**src/rtl/cache_pkg.sv**
```systemverilog
// Shared types and helpers for the cache request scheduler.
package cache_pkg;

    localparam int unsigned ADDR_W_DEF = 32;
    localparam int unsigned DATA_W_DEF = 32;
    localparam int unsigned MAX_ADDR_W = 64;
    localparam int unsigned CNT_W      = 32;

    typedef enum logic [2:0] {
        ST_IDLE     = 3'd0,
        ST_LOOKUP   = 3'd1,
        ST_MEM_REQ  = 3'd2,
        ST_MEM_WAIT = 3'd3,
        ST_FILL     = 3'd4,
        ST_RESP     = 3'd5
    } sched_state_e;

    // Clear the byte offset so memory always sees a word address.
    function automatic logic [MAX_ADDR_W-1:0] word_align(input logic [MAX_ADDR_W-1:0] a);
        return a & ~MAX_ADDR_W'(3);
    endfunction

endpackage

```
**src/rtl/rr_arbiter.sv**
```systemverilog
// Round-robin arbiter: one-hot grant to the first valid requester at or after ptr.
module rr_arbiter #(
    parameter int unsigned NREQ  = 2,
    parameter int unsigned PTR_W = (NREQ > 1) ? $clog2(NREQ) : 1
) (
    input  logic [NREQ-1:0]  req,
    input  logic [PTR_W-1:0] ptr,
    output logic [NREQ-1:0]  grant
);

    logic [PTR_W-1:0] idx;
    logic             found;

    // Scan requesters starting at the pointer, wrapping modulo NREQ.
    always_comb begin
        grant = '0;
        found = 1'b0;
        idx   = '0;
        for (int unsigned i = 0; i < NREQ; i++) begin
            idx = PTR_W'((32'(ptr) + i) % NREQ);
            if (!found && req[idx]) begin
                grant[idx] = 1'b1;
                found      = 1'b1;
            end
        end
    end

endmodule

```
**src/rtl/cache_req_sched.sv**
```systemverilog
// Request scheduler and miss sequencer in front of a 2-way cache.
// Round-robin arbitration over NREQ requesters, one transaction in flight,
// misses refilled from memory over a valid/ready handshake.
// Optional: define CACHE_SCHED_PERF_EN to add saturating hit/miss counters.
module cache_req_sched
    import cache_pkg::*;
#(
    parameter int unsigned NREQ   = 2,
    parameter int unsigned ADDR_W = ADDR_W_DEF,
    parameter int unsigned DATA_W = DATA_W_DEF
) (
    input  logic                         clk,
    input  logic                         rst,
    input  logic [NREQ-1:0]              req_valid,
    input  logic [NREQ-1:0][ADDR_W-1:0]  req_addr,
    output logic [NREQ-1:0]              req_ready,
    output logic [NREQ-1:0]              rsp_valid,
    output logic [DATA_W-1:0]            rsp_data,
    output logic                         rsp_hit,
    output logic                         c_lookup,
    output logic [ADDR_W-1:0]            c_addr,
    input  logic                         c_hit,
    input  logic [DATA_W-1:0]            c_data,
    output logic                         c_fill,
    output logic [DATA_W-1:0]            c_fill_data,
    output logic                         mem_req_valid,
    output logic [ADDR_W-1:0]            mem_req_addr,
    input  logic                         mem_req_ready,
    input  logic                         mem_rsp_valid,
    input  logic [DATA_W-1:0]            mem_rsp_data
`ifdef CACHE_SCHED_PERF_EN
    ,
    output logic [CNT_W-1:0]             hit_cnt,
    output logic [CNT_W-1:0]             miss_cnt
`endif
);

    localparam int unsigned PTR_W = (NREQ > 1) ? $clog2(NREQ) : 1;

    sched_state_e       state_q, state_d;
    logic [PTR_W-1:0]   ptr_q, ptr_d;
    logic [PTR_W-1:0]   own_q, own_d;
    logic [ADDR_W-1:0]  addr_q, addr_d;
    logic [DATA_W-1:0]  data_q, data_d;
    logic               hit_q, hit_d;

    logic [NREQ-1:0]    gnt;
    logic [PTR_W-1:0]   gidx;
    logic               accept;

    rr_arbiter #(
        .NREQ  (NREQ),
        .PTR_W (PTR_W)
    ) u_arb (
        .req   (req_valid),
        .ptr   (ptr_q),
        .grant (gnt)
    );

    // Grant is only offered while idle and out of reset.
    assign req_ready = (rst && (state_q == ST_IDLE)) ? gnt : '0;
    assign accept    = |(req_valid & req_ready);

    // Encode the one-hot grant into a requester index.
    always_comb begin
        gidx = '0;
        for (int unsigned i = 0; i < NREQ; i++) begin
            if (gnt[i]) begin
                gidx = PTR_W'(i);
            end
        end
    end

    // State and transaction context registers.
    always_ff @(posedge clk) begin
        if (!rst) begin
            state_q <= ST_IDLE;
            ptr_q   <= '0;
            own_q   <= '0;
            addr_q  <= '0;
            data_q  <= '0;
            hit_q   <= 1'b0;
        end else begin
            state_q <= state_d;
            ptr_q   <= ptr_d;
            own_q   <= own_d;
            addr_q  <= addr_d;
            data_q  <= data_d;
            hit_q   <= hit_d;
        end
    end

    // Next-state and context update.
    always_comb begin
        state_d = state_q;
        ptr_d   = ptr_q;
        own_d   = own_q;
        addr_d  = addr_q;
        data_d  = data_q;
        hit_d   = hit_q;
        unique case (state_q)
            ST_IDLE: begin
                if (accept) begin
                    addr_d  = req_addr[gidx];
                    own_d   = gidx;
                    ptr_d   = (gidx == PTR_W'(NREQ - 1)) ? '0 : gidx + PTR_W'(1);
                    state_d = ST_LOOKUP;
                end
            end
            ST_LOOKUP: begin
                if (c_hit) begin
                    data_d  = c_data;
                    hit_d   = 1'b1;
                    state_d = ST_RESP;
                end else begin
                    hit_d   = 1'b0;
                    state_d = ST_MEM_REQ;
                end
            end
            ST_MEM_REQ: begin
                if (mem_req_ready) begin
                    state_d = ST_MEM_WAIT;
                end
            end
            ST_MEM_WAIT: begin
                if (mem_rsp_valid) begin
                    data_d  = mem_rsp_data;
                    state_d = ST_FILL;
                end
            end
            ST_FILL: begin
                state_d = ST_RESP;
            end
            ST_RESP: begin
                state_d = ST_IDLE;
            end
            default: begin
                state_d = ST_IDLE;
            end
        endcase
    end

    // Outputs registered from the next state so they line up with it.
    always_ff @(posedge clk) begin
        if (!rst) begin
            c_lookup      <= 1'b0;
            c_fill        <= 1'b0;
            c_addr        <= '0;
            c_fill_data   <= '0;
            mem_req_valid <= 1'b0;
            mem_req_addr  <= '0;
            rsp_valid     <= '0;
            rsp_data      <= '0;
            rsp_hit       <= 1'b0;
        end else begin
            c_lookup      <= (state_d == ST_LOOKUP);
            c_fill        <= (state_d == ST_FILL);
            c_addr        <= ((state_d == ST_LOOKUP) || (state_d == ST_FILL)) ? addr_d : '0;
            c_fill_data   <= (state_d == ST_FILL) ? data_d : '0;
            mem_req_valid <= (state_d == ST_MEM_REQ);
            mem_req_addr  <= (state_d == ST_MEM_REQ)
                             ? ADDR_W'(word_align(MAX_ADDR_W'(addr_d))) : '0;
            rsp_valid     <= (state_d == ST_RESP) ? (NREQ'(1) << own_d) : '0;
            rsp_data      <= (state_d == ST_RESP) ? data_d : '0;
            rsp_hit       <= (state_d == ST_RESP) ? hit_d : 1'b0;
        end
    end

`ifdef CACHE_SCHED_PERF_EN
    // Saturating lookup outcome counters.
    always_ff @(posedge clk) begin
        if (!rst) begin
            hit_cnt  <= '0;
            miss_cnt <= '0;
        end else if (state_q == ST_LOOKUP) begin
            if (c_hit) begin
                if (hit_cnt != '1) begin
                    hit_cnt <= hit_cnt + CNT_W'(1);
                end
            end else begin
                if (miss_cnt != '1) begin
                    miss_cnt <= miss_cnt + CNT_W'(1);
                end
            end
        end
    end
`endif

endmodule

```
**config.mk**
```make
export PLATFORM = sky130hd
export DESIGN_NAME = cache_req_sched
export DESIGN_NICKNAME = d
export VERILOG_FILES = /design/src/rtl/cache_pkg.sv /design/src/rtl/rr_arbiter.sv /design/src/rtl/cache_req_sched.sv
export SDC_FILE = /design/constraint.sdc
export NUM_CORES = 1
export LEC_CHECK = 0
export ABC_AREA = 1
export BUFFER_PORTS_ARGS = -buffer_cell sky130_fd_sc_hd__buf_2
export CORE_MARGIN = 2
export CORE_UTILIZATION = 43
export DETAILED_ROUTE_END_ITERATION = 6
export PLACE_DENSITY = 0.74
export RECOVER_POWER = 25
export SLEW_MARGIN = 30
export SYNTH_ARGS = -nofsm -noshare
export SYNTH_HDL_FRONTEND = slang
export SYNTH_HIERARCHICAL = 1
export SYNTH_SLANG_ARGS = --single-unit
```
**constraint.sdc**
```tcl
create_clock -name clk -period 1.7 [get_ports clk]
set_clock_uncertainty 0.2 [all_clocks]
set_input_delay 0.17 -clock clk [delete_from_list [all_inputs] [get_ports clk]]
set_output_delay 0.17 -clock clk [all_outputs]
set_load 0.02 [all_outputs]
```
==> flow_summary.toml <==
[run_status]
status = "complete, but fails checks"
violations = "setup timing"

[drt]
via_per_inst = 4.666
drt_pass1_iterations = 5
vias = 7410
wirelength_um = 26550
drc_errors = 0
avgRoutedWirePerCell_um = 16.72
ant_nets = 0
dr.first_iter.drc_count = 390

[logic_synthesis]
yosys_most_used_dff = "dfxtp_1"
async_flop_share_pct = 0
synth_cell_types = 27
synth_area_um2 = 7256
syn_area_per_cell_um2 = 7.887
synth_warnings = 6
synth_seq_cells = 202
seq_area_frac_synth_pct = 55.73
synth-edff-count = 0
syn_inst = 920

[layout]
drive_above_1_share_pct = 34.89
utilization_pct = 72.64
mostFrequentLayoutCell = "buf_2"
final_cells = 1588
area_growth_pct = 65.44
most-common-layout-cells = "buf_2, nand2_1, dfxtp_1, inv_1, dlygate4sd3_1"
nNetsFinal = 1488

[sta]
rsz0062_at_grt = "yes"
setup_viol = 184
fin_crit_ns = 1.864
tns_ns = -12.31
slew_violations = 0
finalCritPeriodShare_pct = 109.6
hold_viol_final = 0
timing.fmax_mhz = 536.6
worst_slack_ns = -0.1636

[cts]
cts.clk_slew.worst_paths_ns = 0.06
clk_latency_ns = 0.50
cts_buffers = 21
cts_root_buf = "clkbuf_16"
cts.sinks = 202
cts_max_level = 1
cts_buffer_depth = 3
cts_tree = "yes"

[pwr]
p_leak_uw = 0.006200
irDropWorstVdd_uv = 976.4
powerDensity_nw_per_um2 = 965.0

[setup_path]
cp_max_fo = 8
crit_arrival_ns = 2.06
required_ns = 1.90
critPathCaptureType = "flop"
crit_type = "reg2reg"
cp-start-kind = "flop"
r2r_cells = 11

[grt]
grtUsageTotal_pct = 25.78
grt_pass1_vias = 7314
grt.overflow.total = 0
grt_max_degree = 40
grt_pass1_wl_um = 36670
antenna_found_initial = 1

[place]
place_congestion = 0.7707
dpl.hpwl_um = 12370
dp.cells = 1393
place.port_buffers = 268

[floorplan]
dieArea_um2 = 17930
std_cell_rows = 47
die_x_um = 133.9
start_util_pct = 43.91
core_area_um2 = 16520
die_h_um = 133.9
io-pin-count = 271

[job]
cap_violations = 0

[worst_hold_path]
holdPathStages = 6
hold_class = "in2reg"
synthesized netlist by cell type, types with 2 or more instances:
master	n	area [µm²]
dfxtp_1	202	4044
buf_6	10	112.6
buf_2	20	100.1
nor2_2	2	12.51
mux2i_1	31	310.3
nor2_1	198	743.2
clkbuf_1	5	18.77
a21oi_1	6	30.03
nand3_1	5	25.02
nand4_1	3	18.77
buf_4	5	37.54
nand3b_1	33	247.7
buf_1	5	18.77
inv_1	145	544.3
nand2_1	236	885.9
nand2_2	2	12.51
nor2_4	2	22.52
per-stage QoR:
stage | hold WS (ns) | area, µm² | setup WS, ns | total power, µW
3_5_place_dp | 0.2603 | 8900 | -0.2235 | 6313
6_report | 0.1033 | 12000 | -0.1636 | 11580
2_1_floorplan | 0.1842 | 7272 | -0.005493 | 5885
4_1_cts | 0.04438 | 11280 | -0.08369 | 11200
5_1_grt | 0.1107 | 12000 | -0.2332 | 11980
3_3_place_gp | 0.2626 | 8900 | -0.1472 | 6296
flip-flops by register name, indices dropped and copies added, names as in the netlist, 2 cells and up:
name	count
rsp_valid	2
mem_req_addr	30
state_q	3
c_fill_data	32
addr_q	32
data_q	32
c_addr	32
rsp_data	32
timing repair:
action | in CTS | in global routing
pin swaps | 13 | 63
hold buffers | 130 | 0
resized for setup | 57 | 168
setup endpoints to repair | 196 | 197
hold endpoints to repair | 191 | 0
setup buffers | 7 | 6
gates cloned | 6 | 8
cell families after synthesis:
logic type	count (synthesis)	share of synthesized area [%]
and+or+nand+nor	486	27.66
AOI/OAI and AO/OA	9	0.7587
buffers and inverters	191	11.52
DFF	202	55.73
other	1	0.05168
muxes	31	4.277
report_power, final:
group	switching, µW	total (µW)	internal [µW]
Combinational	1150	2100	947
Sequential	57.5	4980	4920
Clock	1840	4510	2660
Total	3050	11600	8530
layer usage:
metal	part of all wire, %	up-vias	track usage (%)
met2	51	364	47.61
met1	36	3393	28.30
met5	0	-	0
li1	-	3565	-
met4	4.8	0	11.47
met3	7.5	88	5.518
worst max-delay path, stage by stage (launching register included):
cell	delay [ns]
dfxtp_4	0.36
buf_6	0.11
inv_4	0.04
nor2_4	0.13
nand3_4	0.16
nand2_8	0.15
clkbuf_16	0.19
nor2_1	0.07
nor2_2	0.14
inv_1	0.08
nand2_1	0.06
inv_1	0.04
worst paths after layout:
| check | start | end | slack (ns) |
|---|---|---|---|
| hold / removal | mem_req_ready | state_q[0]$_SDFF_PN0_ | 0.10 |
| setup reg to reg | state_q[0]$_SDFF_PN0_ | c_fill_data[25]$_SDFF_PN0_ | -0.16 |
| hold reg to reg | addr_q[31]$_SDFF_PN0_ | mem_req_addr[31]$_SDFF_PN0_ | 0.26 |
| setup / recovery | state_q[0]$_SDFF_PN0_ | c_fill_data[25]$_SDFF_PN0_ | -0.16 |
final cells by class:
class                   count  area [µm²]
fillers                  1095        4521
diodes                      1       2.502
inverters                 146       568.0
multi-input cells         529        2983
well taps                 220       275.3
flip-flops and latches    202        4054
repair buffers            453        3448
clock buffers              33       620.6
clock inverters             4       52.55
Note: power is estimated with default switching activity, not from simulation.
